$ cat src/rtl/lsu_pkg.sv
// Shared definitions for the MEM-stage load/store unit: FSM states,
// RV32I load/store funct3 codes and access-legality helpers.
package lsu_pkg;

    typedef enum logic [1:0] {
        IDLE      = 2'd0,
        LOAD_RESP = 2'd1,
        RMW_MERGE = 2'd2
    } lsu_state_e;

    localparam logic [2:0] F3_LB  = 3'b000;
    localparam logic [2:0] F3_LH  = 3'b001;
    localparam logic [2:0] F3_LW  = 3'b010;
    localparam logic [2:0] F3_LBU = 3'b100;
    localparam logic [2:0] F3_LHU = 3'b101;
    localparam logic [2:0] F3_SB  = 3'b000;
    localparam logic [2:0] F3_SH  = 3'b001;
    localparam logic [2:0] F3_SW  = 3'b010;

    // Word accesses need off==0, halfword accesses need an even offset.
    function automatic logic is_misaligned(input logic [2:0] funct3, input logic [1:0] off);
        case (funct3[1:0])
            2'b10:   return off != 2'b00;
            2'b01:   return off[0];
            default: return 1'b0;
        endcase
    endfunction

    // Stores only have SB/SH/SW; loads additionally have LBU/LHU.
    function automatic logic is_legal(input logic [2:0] funct3, input logic is_store);
        if (is_store) begin
            return funct3 == F3_SB || funct3 == F3_SH || funct3 == F3_SW;
        end
        return funct3 == F3_LB || funct3 == F3_LH || funct3 == F3_LW ||
               funct3 == F3_LBU || funct3 == F3_LHU;
    endfunction

endpackage

$ cat src/rtl/lsu_lane_fmt.sv
// Byte/halfword lane handling: load extract + extend, and the merge step of
// a sub-word read-modify-write. Both share the same offset decode.
module lsu_lane_fmt
    import lsu_pkg::*;
(
    input  logic [2:0]  i_funct3,
    input  logic [1:0]  i_off,
    input  logic [31:0] i_rdata,
    input  logic [15:0] i_wdata,
    output logic [31:0] o_load_data,
    output logic [31:0] o_merged
);

    logic [7:0]  byte_sel;
    logic [15:0] half_sel;

    // Select the addressed lane, then extend it or splice the store data in.
    always_comb begin
        case (i_off)
            2'd0:    byte_sel = i_rdata[7:0];
            2'd1:    byte_sel = i_rdata[15:8];
            2'd2:    byte_sel = i_rdata[23:16];
            default: byte_sel = i_rdata[31:24];
        endcase
        half_sel = i_off[1] ? i_rdata[31:16] : i_rdata[15:0];

        case (i_funct3)
            F3_LB:   o_load_data = {{24{byte_sel[7]}}, byte_sel};
            F3_LH:   o_load_data = {{16{half_sel[15]}}, half_sel};
            F3_LW:   o_load_data = i_rdata;
            F3_LBU:  o_load_data = {24'd0, byte_sel};
            F3_LHU:  o_load_data = {16'd0, half_sel};
            default: o_load_data = 32'd0;
        endcase

        o_merged = i_rdata;
        if (i_funct3 == F3_SB) begin
            case (i_off)
                2'd0:    o_merged[7:0]   = i_wdata[7:0];
                2'd1:    o_merged[15:8]  = i_wdata[7:0];
                2'd2:    o_merged[23:16] = i_wdata[7:0];
                default: o_merged[31:24] = i_wdata[7:0];
            endcase
        end else if (i_funct3 == F3_SH) begin
            if (i_off[1]) begin
                o_merged[31:16] = i_wdata;
            end else begin
                o_merged[15:0] = i_wdata;
            end
        end
    end

endmodule

$ cat src/rtl/dmem_lsu.sv
// MEM-stage load/store initiator for a word-wide data memory without byte
// enables. Loads and SB/SH take two cycles (one stall); SW takes one.
// Memory handshake: the address is presented in cycle N and i_dmem_rdata is
// valid in cycle N+1; o_dmem_we writes in the cycle it is high.
module dmem_lsu
    import lsu_pkg::*;
#(
    parameter int ADDR_WIDTH = 9,
    parameter int DATA_WIDTH = 32
) (
    input  logic                  i_clk,
    input  logic                  i_rst,
    input  logic                  i_valid,
    input  logic                  i_mem_read,
    input  logic                  i_mem_write,
    input  logic [2:0]            i_funct3,
    input  logic [31:0]           i_addr,
    input  logic [DATA_WIDTH-1:0] i_wdata,
    output logic                  o_dmem_we,
    output logic [ADDR_WIDTH-1:0] o_dmem_addr,
    output logic [DATA_WIDTH-1:0] o_dmem_wdata,
    input  logic [DATA_WIDTH-1:0] i_dmem_rdata,
    output logic                  o_stall,
    output logic                  o_load_valid,
    output logic [DATA_WIDTH-1:0] o_load_data,
    output logic                  o_misaligned
);

    lsu_state_e            state_q, state_d;
    logic [2:0]            f3_q, f3_d;
    logic [1:0]            off_q, off_d;
    logic [ADDR_WIDTH-1:0] waddr_q, waddr_d;
    logic [15:0]           wdata_q, wdata_d;

    logic [ADDR_WIDTH-1:0] req_addr;
    logic [1:0]            req_off;
    logic                  is_store;
    logic [31:0]           fmt_load;
    logic [31:0]           fmt_merged;

    // Address bits above the memory's word range wrap and are not used.
    logic unused_addr_hi;
    assign unused_addr_hi = ^i_addr[31:ADDR_WIDTH+2];

    assign req_addr = i_addr[ADDR_WIDTH+1:2];
    assign req_off  = i_addr[1:0];

    lsu_lane_fmt u_lane_fmt (
        .i_funct3    (f3_q),
        .i_off       (off_q),
        .i_rdata     (i_dmem_rdata),
        .i_wdata     (wdata_q),
        .o_load_data (fmt_load),
        .o_merged    (fmt_merged)
    );

    // Request decode, FSM next state and output muxing; reset forces all outputs low.
    always_comb begin
        state_d      = state_q;
        f3_d         = f3_q;
        off_d        = off_q;
        waddr_d      = waddr_q;
        wdata_d      = wdata_q;
        is_store     = i_mem_write;
        o_dmem_we    = 1'b0;
        o_dmem_addr  = '0;
        o_dmem_wdata = '0;
        o_stall      = 1'b0;
        o_load_valid = 1'b0;
        o_load_data  = '0;
        o_misaligned = 1'b0;

        case (state_q)
            IDLE: begin
                if (i_valid && (i_mem_read || i_mem_write)) begin
                    if (!is_legal(i_funct3, is_store)) begin
                        // illegal funct3: no-op
                    end else if (is_misaligned(i_funct3, req_off)) begin
                        o_misaligned = 1'b1;
                    end else if (is_store && i_funct3 == F3_SW) begin
                        o_dmem_we    = 1'b1;
                        o_dmem_addr  = req_addr;
                        o_dmem_wdata = i_wdata;
                    end else begin
                        o_stall     = 1'b1;
                        o_dmem_addr = req_addr;
                        f3_d        = i_funct3;
                        off_d       = req_off;
                        waddr_d     = req_addr;
                        wdata_d     = i_wdata[15:0];
                        state_d     = is_store ? RMW_MERGE : LOAD_RESP;
                    end
                end
            end
            LOAD_RESP: begin
                o_load_valid = 1'b1;
                o_load_data  = fmt_load;
                state_d      = IDLE;
            end
            RMW_MERGE: begin
                o_dmem_we    = 1'b1;
                o_dmem_addr  = waddr_q;
                o_dmem_wdata = fmt_merged;
                state_d      = IDLE;
            end
            default: state_d = IDLE;
        endcase

        if (i_rst) begin
            o_dmem_we    = 1'b0;
            o_dmem_addr  = '0;
            o_dmem_wdata = '0;
            o_stall      = 1'b0;
            o_load_valid = 1'b0;
            o_load_data  = '0;
            o_misaligned = 1'b0;
        end
    end

    // State and captured request fields.
    always_ff @(posedge i_clk) begin
        if (i_rst) begin
            state_q <= IDLE;
            f3_q    <= '0;
            off_q   <= '0;
            waddr_q <= '0;
            wdata_q <= '0;
        end else begin
            state_q <= state_d;
            f3_q    <= f3_d;
            off_q   <= off_d;
            waddr_q <= waddr_d;
            wdata_q <= wdata_d;
        end
    end

endmodule
$ cat config.mk
export PLATFORM = sky130hd
export DESIGN_NAME = dmem_lsu
export DESIGN_NICKNAME = d
export VERILOG_FILES = /design/src/rtl/lsu_pkg.sv /design/src/rtl/lsu_lane_fmt.sv /design/src/rtl/dmem_lsu.sv
export SDC_FILE = /design/constraint.sdc
export NUM_CORES = 1
export LEC_CHECK = 0
export BUFFER_PORTS_ARGS = -buffer_cell sky130_fd_sc_hd__buf_2
export CAP_MARGIN = 0
export CORE_ASPECT_RATIO = 0.7
export CORE_MARGIN = 2
export CORE_UTILIZATION = 48
export DETAILED_ROUTE_END_ITERATION = 6
export GPL_ROUTABILITY_DRIVEN = 0
export PLACE_DENSITY = 0.83
export SYNTH_ARGS = -nofsm -noshare
export SYNTH_HDL_FRONTEND = slang
export SYNTH_HIERARCHICAL = 1
export SYNTH_SLANG_ARGS = --single-unit
export TNS_END_PERCENT = 100
$ cat constraint.sdc
create_clock -name i_clk -period 3.3 [get_ports i_clk]
set_clock_uncertainty 0.05 [all_clocks]
set_input_delay 0.66 -clock i_clk [delete_from_list [all_inputs] [get_ports i_clk]]
set_output_delay 0.66 -clock i_clk [all_outputs]
set_load 0.01 [all_outputs]
==> metrics.txt <==
DR vias 4,133; first-pass GRT wire length 19.53 mm; Hold Path Class flop to flop; leakage 2.299 nW; # clock sinks 32; Netlist Area Pre-Place 3809 sq um; PD cells 270.9 nW/um^2; largest area contributor in the netlist dfxtp_1; DIE AREA 8674 sq um; critical-path maximum fanout 32; Worst Path Required 2.59 ns; Compound-Gate Fraction of Synth Area 26.08%; Netlist cell types 53; Area Overhead vs Synth 25.07%; initial antenna violation count 0; synthesized area per cell 8.735 sq um; number of synthesized flops with an enable pin 0; TritonCTS clock tree done; run status completed; Yosys Warn Count 6; Synth async-reset ratio 0%; GRT overflow 0; Max IR drop VDD 0.1883 mV; HPWL after detailed placement 9.274 mm; starting DRC count in detailed routing 319; vias per inst 6.132; Final Hold Viols 0; DRC Markers 0; Worst-Margin Slew 0.7016 ns; Post-Syn Nets 543; Pre-Repair DR Iteration Count 6; main combinational cell family by area after synthesis simple AND/OR/NAND/NOR gates; htree depth 2; largest net degree at the start of global routing 46; clock slew at reported path FFs 0.05 ns; dpl cells 666; period utilization 96.37%; final std cells w/o fill 674; Synth Area in Simple Gates 28.38%; antenna cell count 0; fraction of layout cells with a size suffix above 1 38.74%; clock latency at the later pin of the worst-skew pair 0.27 ns; cell-by-cell trace of the critical path buf_2 > inv_1 > ha_1 > and3_1 > or2_4 > nor4_4 > buf_12 > a22o_1 > buf_2; GRT Resource Usage Total 27.08%; FF+latch area 640.6 sq um; io pins 181; Clock Path Buffers 2; fin nets 680; unrepaired setup endpoints after global routing false; post-CTS setup buffers 0; Setup-failing EPs final 0; multiplexer share of the synthesized area 20.96%; width of the chip 110.5 microns; Largest stage delay, worst path 0.32 ns; CP Capture Type output port; CTS buffer count 5; crit start category input pin; Crit Path Category input pin to output port; Synth Area in Adders 0.9855%; final WL 12.34 mm; Initial Util 49.02%; CTS Hold Bufs 0; number of global-route vias before repair 3,877; # fillers 677; Fmax 314.4 MHz; cell count after synthesis 436; Setup TNS Final 0 ns; die height 78.53 microns; Seq/Total Area, Yosys 16.82%; most used cell along the critical path buf_2; average wire per standard cell 18.30 microns; maxcap violations 0; Worst path slowest cell nor4_4; Seq cells post-synth 32; largest cells by area after synthesis dfxtp_1 17%, mux2i_1 11%, nand2b_1 10%; max_slew headroom 53.11%; IO buf count 159; Hold WS 0.4376 ns; row cnt 27; most common cell after layout, fill and taps aside buf_2; share of the synthesized area in the top cell type 16.82%; final core utilization 61.30%; most frequent cells in the layout 159 x buf_2, 61 x nand2b_1, 49 x and2_1; Top FF cell, synth dfxtp_1; clock root cell clkbuf_16; Worst Path Arrival 2.47 ns; area occupied by multi-input gates 2930 sq um; XOR/XNOR Fraction of Synth Area 0%; max-slew violation count 0; fin crit period 3.180 ns; Pwr Total 1.290 mW; Antenna Violating Nets Remaining 0; core box area 7770 sq um
cell type report:
| class | count | area share [%] |
|---|---|---|
| sequential | 32 | 13.45 |
| multi-input combinational | 359 | 61.52 |
| inverter | 4 | 0.3152 |
| tap | 101 | 2.653 |
| timing repair buffer | 171 | 18.86 |
| clock buffer | 7 | 3.205 |
Yosys cell counts, types with 3 or more instances:
master     n
nor2b_1    7
nand2_1   10
nand2b_1  61
o221ai_1   8
inv_1      4
a22oi_1   17
buf_2     11
a211oi_1  16
a22o_1    32
and2_1    49
o22ai_1   10
mux4_2     5
mux2_2    19
ha_1       3
clkbuf_1  19
buf_4      5
dfxtp_1   32
nor3b_1    3
mux2i_1   43
nor2_1    14
nor3_1     3
buf_6      7
a221o_1   22
per-stage QoR:
stage	setup WS, ns	instance area (sq um)
after detailed placement	0.1272	4598
after global routing	0.02560	4763
after floorplan	0.4480	3809
after CTS	0.1223	4751
final	0.1197	4763
after global placement	0.2099	4598
report_power, final:
group | switching, mW | total (mW) | internal, mW
Clock | 0.151 | 0.467 | 0.316
Sequential | 0.0181 | 0.421 | 0.403
Combinational | 0.206 | 0.402 | 0.196
critical path: cells and delay by family:
kind	cells	cell delay, ns
simple gates	3	0.76
buf+inv	4	0.56
fa+ha+maj	1	0.31
compound gates	1	0.18
metal layers:
metal  track usage [%]  vias up  wire length [microns]
met4             6.625        0                    172
met2             45.46      251                   5718
met5                 0        -                      0
met1             36.20     1942                   5337
li1                  -     1926                      -
met3             4.942       14                   1109
timing repair:
| item | CTS | global route |
|---|---|---|
| resized for setup | 0 | 0 |
| endpoints found under the hold margin | 0 | 0 |
| setup endpoints to repair | 0 | 1 |
final timing paths:
check / end / startpoint / slack [ns] / depth (start not counted)
worst max-delay path: o_dmem_wdata[8] / i_funct3[0] / 0.12 / 9
worst max register to register: wdata_q[3] / state_q[0] / 1.70 / 5
worst min register to register: waddr_q[1] / waddr_q[1] / 0.44 / 2
worst min-delay path: waddr_q[1] / waddr_q[1] / 0.44 / 2
flip-flops by register name (all words and copies together) (netlist names):
| register | count |
|---|---|
| f3_q | 3 |
| off_q | 2 |
| state_q | 2 |
| waddr_q | 9 |
| wdata_q | 16 |
cell families after synthesis:
group           Yosys count
fa+ha+maj                 3
flops                    32
mux                      69
compound gates          118
buf+inv                  46
simple gates            168
No activity file was read; power rests on OpenSTA's default activity.
